## src/rtl/out_pacer.sv

```systemverilog
// out_pacer: paces bytes written to the output port so that each byte stays
// on the display register for at least HOLD_CYCLES clock edges.
// Bytes are queued in a DEPTH-entry FIFO and replayed with a one-cycle load
// strobe (oi_out).
// Optional build macro: OUT_PACER_OVERWRITE_EN. When it is defined, a write
// to a full FIFO replaces the oldest entry. When it is undefined, the new
// byte is dropped. In both cases the sticky overflow flag is set.
//
// state | meaning
// IDLE  | nothing on hold, waiting for queued data
// HOLD  | a byte was just loaded, minimum display time still running
module out_pacer #(
    parameter int DEPTH       = 4,
    parameter int HOLD_CYCLES = 1000000,
    parameter int CW          = $clog2(DEPTH + 1)
) (
    input  logic          clk,
    input  logic          clr,
    input  logic          oi_in,
    input  logic [7:0]    bus_in,
    output logic          oi_out,
    output logic [7:0]    bus_out,
    output logic [CW-1:0] count,
    output logic          empty,
    output logic          full,
    output logic          holding,
    output logic          overflow
);

    localparam int PW = $clog2(DEPTH);
    localparam int HW = $clog2(HOLD_CYCLES);
    localparam logic [HW-1:0] HOLD_LOAD = HW'(HOLD_CYCLES - 1);
    localparam logic [CW-1:0] DEPTH_C   = CW'(DEPTH);

    typedef enum logic {ST_IDLE, ST_HOLD} state_t;

    state_t          r_state;
    state_t          w_state_nxt;
    logic [HW-1:0]   r_hold_cnt;
    logic [HW-1:0]   w_hold_cnt_nxt;
    logic [7:0]      r_mem [DEPTH];
    logic [PW-1:0]   r_wr_ptr;
    logic [PW-1:0]   r_rd_ptr;
    logic [CW-1:0]   r_count;
    logic [7:0]      r_bus_out;
    logic            r_oi_out;
    logic            r_overflow;

    logic            w_pop;
    logic            w_full;
    logic            w_push;
    logic            w_lost;
    logic            w_replace;
    logic            w_mem_we;
    logic            w_rd_adv;

    assign w_full = (r_count == DEPTH_C);
    assign w_push = oi_in && (!w_full || w_pop);
    // a write that finds the FIFO full with no pop on the same edge
    assign w_lost = oi_in && w_full && !w_pop;

`ifdef OUT_PACER_OVERWRITE_EN
    assign w_replace = w_lost;
`else
    assign w_replace = 1'b0;
`endif

    assign w_mem_we = w_push || w_replace;
    assign w_rd_adv = w_pop || w_replace;

    // FSM state and hold counter register
    always_ff @(posedge clk or posedge clr) begin
        if (clr) begin
            r_state    <= ST_IDLE;
            r_hold_cnt <= '0;
        end else begin
            r_state    <= w_state_nxt;
            r_hold_cnt <= w_hold_cnt_nxt;
        end
    end

    // next state, hold counter and pop decision
    always_comb begin
        w_state_nxt    = r_state;
        w_hold_cnt_nxt = r_hold_cnt;
        w_pop          = 1'b0;
        case (r_state)
            ST_IDLE: begin
                if (r_count != '0) begin
                    w_pop          = 1'b1;
                    w_hold_cnt_nxt = HOLD_LOAD;
                    w_state_nxt    = ST_HOLD;
                end
            end
            ST_HOLD: begin
                if (r_hold_cnt != '0) begin
                    w_hold_cnt_nxt = r_hold_cnt - 1'b1;
                end else if (r_count != '0) begin
                    w_pop          = 1'b1;
                    w_hold_cnt_nxt = HOLD_LOAD;
                end else begin
                    w_state_nxt    = ST_IDLE;
                end
            end
            default: w_state_nxt = ST_IDLE;
        endcase
    end

    // FIFO storage; contents need no reset since count gates every read
    always_ff @(posedge clk) begin
        if (w_mem_we) begin
            r_mem[r_wr_ptr] <= bus_in;
        end
    end

    // pointers, occupancy, display load and sticky overflow
    always_ff @(posedge clk or posedge clr) begin
        if (clr) begin
            r_wr_ptr   <= '0;
            r_rd_ptr   <= '0;
            r_count    <= '0;
            r_bus_out  <= 8'h00;
            r_oi_out   <= 1'b0;
            r_overflow <= 1'b0;
        end else begin
            if (w_mem_we) begin
                r_wr_ptr <= r_wr_ptr + 1'b1;
            end
            if (w_rd_adv) begin
                r_rd_ptr <= r_rd_ptr + 1'b1;
            end
            if (w_push && !w_pop) begin
                r_count <= r_count + 1'b1;
            end else if (w_pop && !w_push) begin
                r_count <= r_count - 1'b1;
            end
            r_oi_out <= w_pop;
            if (w_pop) begin
                r_bus_out <= r_mem[r_rd_ptr];
            end
            if (w_lost) begin
                r_overflow <= 1'b1;
            end
        end
    end

    assign oi_out   = r_oi_out;
    assign bus_out  = r_bus_out;
    assign count    = r_count;
    assign empty    = (r_count == '0);
    assign full     = w_full;
    assign holding  = (r_state == ST_HOLD);
    assign overflow = r_overflow;

endmodule

```

## config.mk

```make
export PLATFORM = sky130hd
export DESIGN_NAME = out_pacer
export DESIGN_NICKNAME = d
export VERILOG_FILES = /design/src/rtl/out_pacer.sv
export SDC_FILE = /design/constraint.sdc
export NUM_CORES = 1
export LEC_CHECK = 0
export ABC_AREA = 1
export CORE_MARGIN = 5
export CORE_UTILIZATION = 30
export DETAILED_ROUTE_END_ITERATION = 8
export PLACE_DENSITY = 0.55
export SYNTH_ARGS = -nofsm -noshare
export SYNTH_HDL_FRONTEND = slang
export SYNTH_SLANG_ARGS = --single-unit
```

## constraint.sdc

```tcl
create_clock -name clk -period 3.6 [get_ports clk]
set_input_delay 0.36 -clock clk [delete_from_list [all_inputs] [get_ports clk]]
set_output_delay 0.36 -clock clk [all_outputs]
set_load 0.05 [all_outputs]
```

==> After elaboration in Yosys (flattened, before gate mapping) <==
Memories as Yosys holds them, arrays and structs flattened. A register that Yosys moved wholly into a read port is not among the register bits.
Cells that the tools add are included.
{ "totals": {"ff_bits": 30, "ramBits": 32, "inputBits": 11, "n_memories": 1} }
{ "classes": {"n_addsub": 5, "eq_ne": 1, "muxes": 12, "bitwise": 1, "reduce_logical": 13} }
{ "memory_table": {"columns": ["name", "depth", "word_bits", "rd", "rd_clocked_by_memory_dff", "wr", "line", "source"], "rows": [
  ["r_mem", 4, 8, 1, 1, 1, "41", "logic [7:0] r_mem [DEPTH];"]
]} }
{ "ops": {"columns": ["operator", "count"], "rows": [
  ["20-bit two-way mux", 2],
  ["20-bit case mux with 2 select lines", 1],
  ["20-bit nonzero test", 1],
  ["20-bit by 1-bit subtractor with 20-bit output, second input constant", 1],
  ["3-bit two-way mux", 2],
  ["1-bit logical AND", 5],
  ["1-bit two-way mux", 5],
  ["2-bit by 1-bit adder with 2-bit output, second input constant", 2],
  ["1-bit case mux with 2 select lines", 2],
  ["3-bit by 1-bit adder with 3-bit output, second input constant", 1],
  ["3-bit equality test, second input constant", 1],
  ["1-bit logical NOT", 3],
  ["3-bit logical NOT", 1],
  ["3-bit nonzero test", 1],
  ["3-bit by 1-bit subtractor with 3-bit output, second input constant", 1],
  ["2-bit nonzero test", 1],
  ["1-bit logical OR", 1],
  ["1-bit inverter", 1]
]} }

==> Depth between registers and ports, before layout <==
Gate-level depths: netlist (run 1).
{ "logic_depth": {"ltp_word": 10, "ltp_mapped": 14, "ltp_nobuf": 14} }

==> Worst setup path after synthesis (run 1) <==
No wires, ideal clock.
{ "synth_path": {"path_kind": "flip-flop to flip-flop", "from": "reg r_count[2], in the netlist count[2]", "to": "reg r_count[1], in the netlist count[1]", "setup_ps": 125, "arrival_ps": 3373, "slack_ps": 102, "stages_incl_launch_ff": 10, "n_path_buf": 0, "period_less_slack_ps": 3498, "path_cell_list": "dfrtp_1 -> inv_1 -> nor3_1 -> nand3_1 -> nand2_1 -> inv_1 -> ha_1 -> inv_1 -> fa_1 -> mux2_2"} }
{ "synth_rtl": {"columns": ["item", "line", "source"], "rows": [
  ["start, declared", "44", "logic [CW-1:0] r_count;"],
  ["start signal, assigned", "133", "r_count <= r_count + 1'b1;"],
  ["start signal, assigned", "135", "r_count <= r_count - 1'b1;"],
  ["3-bit equality test (*)", "57", "assign w_full = (r_count == DEPTH_C);"],
  ["named net full", "25", "output logic full,"],
  ["1-bit logical NOT (*)", "58", "assign w_push = oi_in && (!w_full || w_pop);"],
  ["1-bit logical OR (*)", "58", null],
  ["1-bit logical AND (*)", "58", null],
  ["named net w_mem_we", "54", "logic w_mem_we;"],
  ["1-bit logical NOT", "134", "end else if (w_pop && !w_push) begin"],
  ["1-bit logical AND", "134", null],
  ["2-bit nonzero test (no source line)", null, null]
]} }
The timed path passes the listed nets; every way through them passes the cells marked *.
A chain may end at the register's enable or synchronous reset.

==> Worst setup path after layout (run 1) <==
{ "layout_path": {"from": "reg r_count[0], in the netlist count[0]", "to": "out empty"} }
{ "layout_via": {"elab_chain_len": 1} }
{ "layout_lines": {"columns": ["item", "line", "source"], "rows": [
  ["3-bit logical NOT", "150", "assign empty = (r_count == '0);"],
  ["end, declared", "24", "output logic empty,"]
]} }
Every way passes these cells.

==> impl_metrics.json, run 1 <==
{
  "status": "finished clean",
  "clkTransAtPathRegs_ns": 0.05,
  "place_congestion": 0.8011,
  "cts_root_buffer": "clkbuf_16",
  "max_freq_ghz": 0.3679,
  "skew_ns": 0.008042,
  "critPathKind": "reg2out",
  "drtIter0Drc": 95,
  "hold_path.class": "in2async",
  "path_cells": "nor2_1 -> nand2_1 -> inv_1 -> clkdlybuf4s50_1",
  "yosysWarnings": 0,
  "coreArea_um2": 10940,
  "leakage_nw": 1.748,
  "ys_top_cells_by_area": "edfxtp_1 28%, dfrtp_1 28%, nand2_1 10%",
  "hold_viol": 0,
  "critPathLaunchType": "flip-flop",
  "synth_fa_ha_area_share_pct": 3.182,
  "worst_setup_path_end_kind": "output pin",
  "die_x_um": 116.2,
  "critPathRequiredTime_ns": 3.24,
  "io_pins": 27,
  "post-route-util_pct": 37.40,
  "cts_buffers": 9,
  "cts_sinks": 70,
  "synthCells": 362,
  "synth_area_um2": 3382,
  "post_synth_xor_area_fraction_pct": 3.626,
  "wl_per_cell_um": 13.31,
  "maxSlewHeadroom_pct": 41.99,
  "dp.cells": 522,
  "fp.dieH_um": 116.2,
  "yosysSeqAreaShare_pct": 56.53,
  "grt_antenna_before_repair": 0,
  "rsz0062_at_grt": "no",
  "cts_max_path_buffers": 2,
  "fin_setup_tns_ns": 0,
  "ys.flop_type": "dfrtp_1",
  "synth.top_cell.area_share_pct": 28.41,
  "ctsResizeCount": 0,
  "start_util_pct": 30.93,
  "synth_top_family_by_area": "simple AND/OR/NAND/NOR gates",
  "grt-ovfl-total": 0,
  "async_flop_share_pct": 54.29,
  "clock_latency_ns": 0.33,
  "rrSetupSlack_ns": 0.99,
  "arrival_ns": 2.36,
  "port_buffers": 26,
  "period_share_pct": 75.51,
  "cts_tree": "yes",
  "powerDensity_nw_per_um2": 562.7,
  "synth_compound_area_share_pct": 5.845,
  "muxShareOfSynthArea_pct": 0.3330,
  "instances_no_fill": 538,
  "synthesis.nets": 381,
  "yosysMostFrequentCell": "nand2_1",
  "cap_viol_max_count": 0,
  "die_area_um2": 13500,
  "nFillCells": 1105,
  "total_power_w": 0.002301,
  "grt_usage_pct": 11.66,
  "synth_top_cell_by_area": "edfxtp_1",
  "final_nets": 412,
  "finalMaxSlewViolations": 0,
  "cts_setup_buffers": 0,
  "rows": 38,
  "cts_hold_buffers": 0,
  "dpl.hpwl_um": 4997,
  "period_needed_ns": 2.718,
  "finalSetupViolCount": 0,
  "syn_avg_cell_area_um2": 9.343,
  "routed_wl_um": 7163,
  "synth-seq-cells": 70,
  "synth_common_cells": "92 x nand2_1, 53 x nor2_1, 38 x dfrtp_1",
  "dr_total_vias": 2442,
  "syn_to_final_growth_pct": 20.94,
  "synth_edf_count": 32,
  "slowest_delay_ns": 0.85,
  "crit_slowest_cell": "clkdlybuf4s50_1",
  "cts_max_level": 3,
  "antenna_left": 0,
  "diodes": 0,
  "grt_first_pass_wirelength_um": 12100,
  "ir_drop_uv": 369.2,
  "drive_gt1_share_pct": 8.040,
  "grt_max_degree": 39,
  "drc": 0,
  "post_drt_via_cell_ratio": 4.539,
  "first_pass_iters": 4,
  "crit_fanout": 8,
  "worst_pin_slew_ns": 0.8669,
  "synth.distinct_cells": 34,
  "synth_simple_gate_area_share_pct": 25.05,
  "grt_pass1_vias": 2448
}
## critical path, delay by kind of cell, from the launching register on
family | cells | cell delay [ns]
buffers and inverters | 2 | 1.15
flip-flops | 1 | 0.45
AND/OR/NAND/NOR | 2 | 0.43
## registers in the layout, summed over array words and instances (netlist names)
register / flops
r_mem: 32
r_hold_cnt: 20
bus_out: 8
count: 3
r_rd_ptr: 2
r_wr_ptr: 2
holding: 1
oi_out: 1
overflow: 1
## path summary, 6_finish.rpt
check / start / endpoint / cells after the start
worst max-delay path: count[0] / empty / 4
worst min-delay path: clr / bus_out[2] / 3
worst max register to register: r_hold_cnt[0] / count[2] / 14
worst min register to register: bus_out[2] / bus_out[2] / 2
max in group asynchronous: clr / r_wr_ptr[1] / 3
min in group clk: bus_out[2] / bus_out[2] / 2
## logic make-up (layout without fill, tap and decap cells)
family / count (synthesis) / count (layout)
simple gates: 192 / 192
mux: 1 / 1
buf+inv: 46 / 82
fa+ha+maj: 8 / 8
compound gates: 31 / 31
xor+xnor: 14 / 14
flops: 70 / 70
## report_power, final
group | switching [W] | internal (W)
clock | 0.000341 | 0.000537
sequential | 0.0000501 | 0.000950
combinational | 0.000288 | 0.000135
## per-stage QoR
stage | hold slack (ns) | area, µm² | setup WS [ns]
6_report | 0.4447 | 4090 | 0.8818
3_3_place_gp | 0.4742 | 3792 | 1.068
5_1_grt | 0.5062 | 4090 | 0.7014
2_1_floorplan | 0.4589 | 3382 | 0.1021
3_5_place_dp | 0.4744 | 3792 | 1.004
4_1_cts | 0.4658 | 4090 | 0.8467
## layout make-up
type                       count  area, µm²  share of cell area (%)
sequential                    70       1912                   46.74
multi-input combinational    246       1286                   31.45
timing repair buffer          28      275.3                   6.730
clock buffer                   9      225.2                   5.506
tap                          140      175.2                   4.283
inverter                      38      143.9                   3.518
clock inverter                 7      72.57                   1.774
## per-layer routing
layer / part of all wire [%] / global-route usage, % / vias to the layer above / wire length [µm]
met5: 0 / 0 / - / 0
met4: 1.7 / 3.944 / 0 / 125
met3: 4.0 / 3.990 / 15 / 287
met2: 48 / 19.06 / 41 / 3455
met1: 46 / 14.50 / 1145 / 3295
li1: - / - / 1241 / -
## layout by cell type (no fill, tap or decap)
master | synthesis | final
nand4_1 | 6 | 6
clkinv_1 | 1 | 1
o21a_1 | 1 | 1
and2_1 | 1 | 1
and3_1 | 1 | 1
clkbuf_16 | 0 | 9
clkinv_4 | 0 | 1
o32ai_1 | 8 | 8
inv_1 | 35 | 35
inv_2 | 1 | 1
o21ai_0 | 16 | 16
clkinv_2 | 1 | 3
edfxtp_1 | 32 | 32
nand2_1 | 92 | 92
nand3_1 | 23 | 23
buf_4 | 0 | 2
nor2_1 | 53 | 53
o21ai_1 | 1 | 1
nor3_1 | 5 | 5
nand2_2 | 2 | 2
mux2_2 | 1 | 1
fa_1 | 1 | 1
ha_1 | 7 | 7
clkdlybuf4s50_1 | 0 | 26
clkinvlp_4 | 0 | 2
bufinv_16 | 0 | 1
nand3_4 | 1 | 1
nand2_8 | 2 | 2
inv_6 | 0 | 1
o21bai_1 | 2 | 2
xor2_1 | 10 | 10
nor2_4 | 1 | 1
xnor2_1 | 4 | 4
a21oi_1 | 1 | 1
nor2_2 | 5 | 5
dfrtp_1 | 38 | 38
o31ai_1 | 2 | 2
Power figures use the tool's default switching activity.
==> inputs of run 2 (changes only) <==
==> constraint.sdc (replaced) <==
create_clock -name clk -period 2.68 [get_ports clk]
set_input_delay 0.268 -clock clk [delete_from_list [all_inputs] [get_ports clk]]
set_output_delay 0.268 -clock clk [all_outputs]
set_load 0.05 [all_outputs]
==> impl_metrics.json, run 2 (same netlist as run 1, synthesis figures left out) <==
{
  "coreArea_um2": 10940,
  "cts_max_path_buffers": 2,
  "syn_to_final_growth_pct": 22.38,
  "period_needed_ns": 2.406,
  "dp.cells": 530,
  "dpl.hpwl_um": 5027,
  "period_share_pct": 89.78,
  "cts_setup_buffers": 0,
  "critPathRequiredTime_ns": 2.88,
  "cts_root_buffer": "clkbuf_16",
  "final_nets": 420,
  "dr_total_vias": 2475,
  "dpl_cell_area_um2": 3866,
  "rsz0062_at_grt": "no",
  "ir_drop_uv": 308.7,
  "grt_max_degree": 39,
  "clock_latency_ns": 0.33,
  "grt-ovfl-total": 0,
  "cts_max_level": 3,
  "clkTransAtPathRegs_ns": 0.06,
  "status": "finished clean",
  "ctsResizeCount": 0,
  "antenna_left": 0,
  "finalMaxSlewViolations": 0,
  "finalSetupViolCount": 0,
  "drive_gt1_share_pct": 10.34,
  "hold_viol": 0,
  "arrival_ns": 2.61,
  "regMostFlops": "r_mem",
  "cts_buffers": 9,
  "io_pins": 27,
  "worst_setup_path_end_kind": "flip-flop",
  "fin_area_um2": 4139,
  "die_x_um": 116.2,
  "fp.dieH_um": 116.2,
  "leakage_nw": 1.779,
  "place_congestion": 0.8775,
  "start_util_pct": 30.93,
  "critPathLaunchType": "flip-flop",
  "rows": 38,
  "die_area_um2": 13500,
  "cts_tree": "yes",
  "nFillCells": 1096,
  "hold_path.class": "in2async",
  "grt_usage_pct": 11.66,
  "maxSlewHeadroom_pct": 61.93,
  "max_freq_ghz": 0.4156,
  "grt_antenna_before_repair": 0,
  "fin_setup_tns_ns": 0,
  "layout_common_cells": "92 x nand2_1, 53 x nor2_1, 36 x dfrtp_1",
  "hold_ws_ns": 0.3680,
  "drc": 0,
  "routed_wl_um": 7152,
  "wl_per_cell_um": 13.10,
  "cap_viol_max_count": 0,
  "crit_fanout": 6,
  "critPathKind": "reg2reg",
  "worst_pin_slew_ns": 0.5710,
  "powerDensity_nw_per_um2": 731.7,
  "diodes": 0,
  "instances_no_fill": 546,
  "final_common_cell": "nand2_1",
  "skew_ns": 0.006784,
  "first_pass_iters": 5,
  "drtIter0Drc": 133,
  "largest_register_ff_count": 32,
  "cts_hold_buffers": 0,
  "cts_sinks": 70,
  "grt_first_pass_wirelength_um": 12070,
  "grt_pass1_vias": 2448,
  "port_buffers": 26,
  "post_drt_via_cell_ratio": 4.533
}
run 2: cell types whose count changed in the layout (fill, tap and decap cells not counted), sizes merged:
cell      before  now
clkbuf         9   10
bufinv         1    0
clkinvlp       2    1
buf            2   10
clkinv         5    7
inv           37   36
run 2: final cells by class:
class	count	area [µm²]	area share, %
clock inverter	6	38.79	0.9371
timing repair buffer	36	335.3	8.102
sequential	70	1914	46.25
clock buffer	10	229.0	5.532
inverter	38	143.9	3.476
multi-input combinational	246	1303	31.47
tap	140	175.2	4.232
run 2: worst max-delay path, cell delays in order, from the launching register on:
cell,delay [ns]
dfrtp_1,0.35
inv_1,0.12
ha_1,0.19
nand2_1,0.06
nor2_1,0.18
nand3_4,0.16
nand3_2,0.13
nand2_1,0.08
inv_1,0.06
ha_1,0.13
inv_1,0.06
fa_1,0.37
a21oi_1,0.14
o21ai_0,0.10
xor2_1,0.15
run 2: metal layers:
metal	global-route usage [%]	wire length, µm	up-vias
met5	0	0	-
met2	19.41	3548	28
li1	-	-	1262
met4	3.790	43	0
met3	3.731	245	4
met1	14.44	3315	1181
run 2: per-stage QoR:
| step | worst slack (ns) | power (W) | util, % |
|---|---|---|---|
| final | 0.2738 | 0.003028 | 37.85 |
| after global routing | 0.009905 | 0.003194 | 37.85 |
| after CTS | 0.1921 | 0.003077 | 37.80 |
| after detailed placement | 0.1926 | 0.002006 | 35.35 |
| after global placement | 0.2619 | 0.002005 | 35.35 |
| after floorplan | 0.03714 | 0.001760 | - |
run 2: final timing paths:
path	startpoint	end	slack [ns]	cells past startpoint
worst min-delay path	clr	bus_out[2]	0.37	3
min in group clk	bus_out[7]	bus_out[7]	0.47	2
worst max register to register	r_hold_cnt[0]	count[2]	0.27	14
max in group asynchronous	clr	count[2]	1.93	3
worst min register to register	bus_out[7]	bus_out[7]	0.47	2
worst max-delay path	r_hold_cnt[0]	count[2]	0.27	14
run 2: power breakdown:
part	switching (W)	total, W	internal (W)
Clock	0.000430	0.00105	0.000622
Sequential	0.0000747	0.00135	0.00128
Combinational	0.000397	0.000624	0.000228
==> inputs of run 3 (changes only) <==
--- a/config.mk
+++ b/config.mk
@@ -10,6 +10,7 @@
 export CORE_UTILIZATION = 30
 export DETAILED_ROUTE_END_ITERATION = 8
 export PLACE_DENSITY = 0.55
+export SKIP_CTS_REPAIR_TIMING = 1
 export SYNTH_ARGS = -nofsm -noshare
 export SYNTH_HDL_FRONTEND = slang
 export SYNTH_SLANG_ARGS = --single-unit
==> constraint.sdc (replaced) <==
create_clock -name clk -period 2.8 [get_ports clk]
set_input_delay 0.28 -clock clk [delete_from_list [all_inputs] [get_ports clk]]
set_output_delay 0.28 -clock clk [all_outputs]
set_load 0.05 [all_outputs]
==> impl_metrics.json, run 3 (same netlist as run 1, synthesis figures left out) <==
{
  "status": "finished clean",
  "final_nets": 420,
  "regMostFlops": "r_mem",
  "intPower_w": 0.002133,
  "period_needed_ns": 2.514,
  "place_congestion": 0.9144,
  "grt_usage_pct": 11.65,
  "grt_first_pass_wirelength_um": 12080,
  "dp.cells": 530,
  "layout_common_cells": "92 x nand2_1, 53 x nor2_1, 38 x dfrtp_1",
  "diodes": 0,
  "grt_max_degree": 39,
  "port_buffers": 26,
  "powerDensity_nw_per_um2": 726.6,
  "cts_tree": "yes",
  "p_sw_w": 0.0008914,
  "drive_gt1_share_pct": 9.852,
  "instances_no_fill": 546,
  "critPathKind": "reg2reg",
  "hold_viol": 0,
  "leakage_nw": 1.797,
  "drtIter0Drc": 131,
  "antenna_left": 0,
  "arrival_ns": 2.72,
  "cts_max_level": 3,
  "cts_sinks": 70,
  "start_util_pct": 30.93,
  "finalMaxSlewViolations": 0,
  "cts_root_buffer": "clkbuf_16",
  "routed_wl_um": 7223,
  "cap_viol_max_count": 0,
  "first_pass_iters": 4,
  "cts_buffers": 9,
  "post_drt_via_cell_ratio": 4.505,
  "period_share_pct": 89.79,
  "clock_power_share_pct": 37.6,
  "p_comb_share_pct": 19.7,
  "critPathRequiredTime_ns": 3.01,
  "crit_fanout": 6,
  "wl_per_cell_um": 13.23,
  "io_pins": 27,
  "dpl.hpwl_um": 5032,
  "clkTransAtPathRegs_ns": 0.06,
  "die_area_um2": 13500,
  "worst_pin_slew_ns": 0.5440,
  "clock_latency_ns": 0.33,
  "final_common_cell": "nand2_1",
  "finalSetupViolCount": 0,
  "syn_to_final_growth_pct": 23.09,
  "critPathLaunchType": "flip-flop",
  "grt-ovfl-total": 0,
  "max_freq_ghz": 0.3978,
  "skew_ns": 0.004078,
  "dr_total_vias": 2460,
  "fin_setup_tns_ns": 0,
  "drc": 0,
  "ir_drop_uv": 406.3,
  "rsz0062_at_grt": "no",
  "grt_antenna_before_repair": 0,
  "pre_cts_ws_ns": 0.2778,
  "fin_ws_ns": 0.2859,
  "maxSlewHeadroom_pct": 63.73,
  "cts_max_path_buffers": 2,
  "fp.dieH_um": 116.2,
  "die_x_um": 116.2,
  "total_power_w": 0.003024,
  "hold_ws_ns": 0.3849,
  "sw_frac_of_total_pct": 29.47,
  "rows": 38,
  "p_seq_share_pct": 42.7,
  "coreArea_um2": 10940,
  "largest_register_ff_count": 32,
  "worst_setup_path_end_kind": "flip-flop",
  "hold_path.class": "in2async",
  "grt_pass1_vias": 2504
}
[run 3: changes by cell type in the layout (fill, tap and decap cells not counted), sizes merged]
cell      previous run  this run
clkinv               7         5
clkinvlp             1         0
bufinv               0         1
inv                 36        38
[run 3: area by class of cell]
class	instances	area (µm²)
Fill cell	1085	6773
Sequential cell	70	1912
Multi-Input combinational cell	246	1297
Timing Repair Buffer	36	335.3
Clock buffer	10	229.0
Tap cell	140	175.2
Inverter	38	143.9
Clock inverter	6	70.07
[run 3: layer usage]
layer | vias up | GRT usage, % | wire [µm]
li1 | 1255 | - | -
met1 | 1158 | 14.32 | 3296
met2 | 34 | 19.18 | 3519
met3 | 13 | 4.145 | 290
met4 | 0 | 3.790 | 116
met5 | - | 0 | 0
[run 3: power by group through the flow]
stage | combinational, W | clock [W] | sequential (W)
2_1_floorplan | 0.000283 | 0 | 0.00140
3_3_place_gp | 0.000603 | 0 | 0.00131
3_5_place_dp | 0.000605 | 0 | 0.00131
4_1_cts | 0.000607 | 0.00117 | 0.00129
5_1_grt | 0.000656 | 0.00122 | 0.00131
6_report | 0.000595 | 0.00114 | 0.00129
[run 3: path summary, 6_finish.rpt]
| path | cells past startpoint | slack (ns) | startpoint | end |
|---|---|---|---|---|
| worst max-delay path | 14 | 0.29 | r_hold_cnt[0] | count[2] |
| worst min-delay path | 3 | 0.38 | clr | count[2] |
| worst max register to register | 14 | 0.29 | r_hold_cnt[0] | count[2] |
| worst min register to register | 2 | 0.48 | bus_out[1] | bus_out[1] |
| max in group asynchronous | 3 | 2.06 | clr | r_hold_cnt[7] |
| min in group clk | 2 | 0.48 | bus_out[1] | bus_out[1] |
[run 3: through the flow]
| step | utilization (%) | area [µm²] |
|---|---|---|
| after global routing | 38.07 | 4163 |
| after global placement | 35.33 | 3864 |
| final | 38.07 | 4163 |
| after detailed placement | 35.33 | 3864 |
| after CTS | 38.07 | 4163 |
| after floorplan | - | 3393 |
[run 3: worst max-delay path, stage by stage, from the launching register on]
cell and delay, ns:
dfrtp_1 0.36, inv_1 0.13, ha_1 0.19, nand2_1 0.05, nor2_1 0.18, nand3_4 0.16, nand3_1 0.17, nand2_1 0.10
inv_1 0.07, ha_1 0.13, inv_1 0.06, fa_1 0.38, a21oi_1 0.14, o21ai_0 0.10, xor2_1 0.15
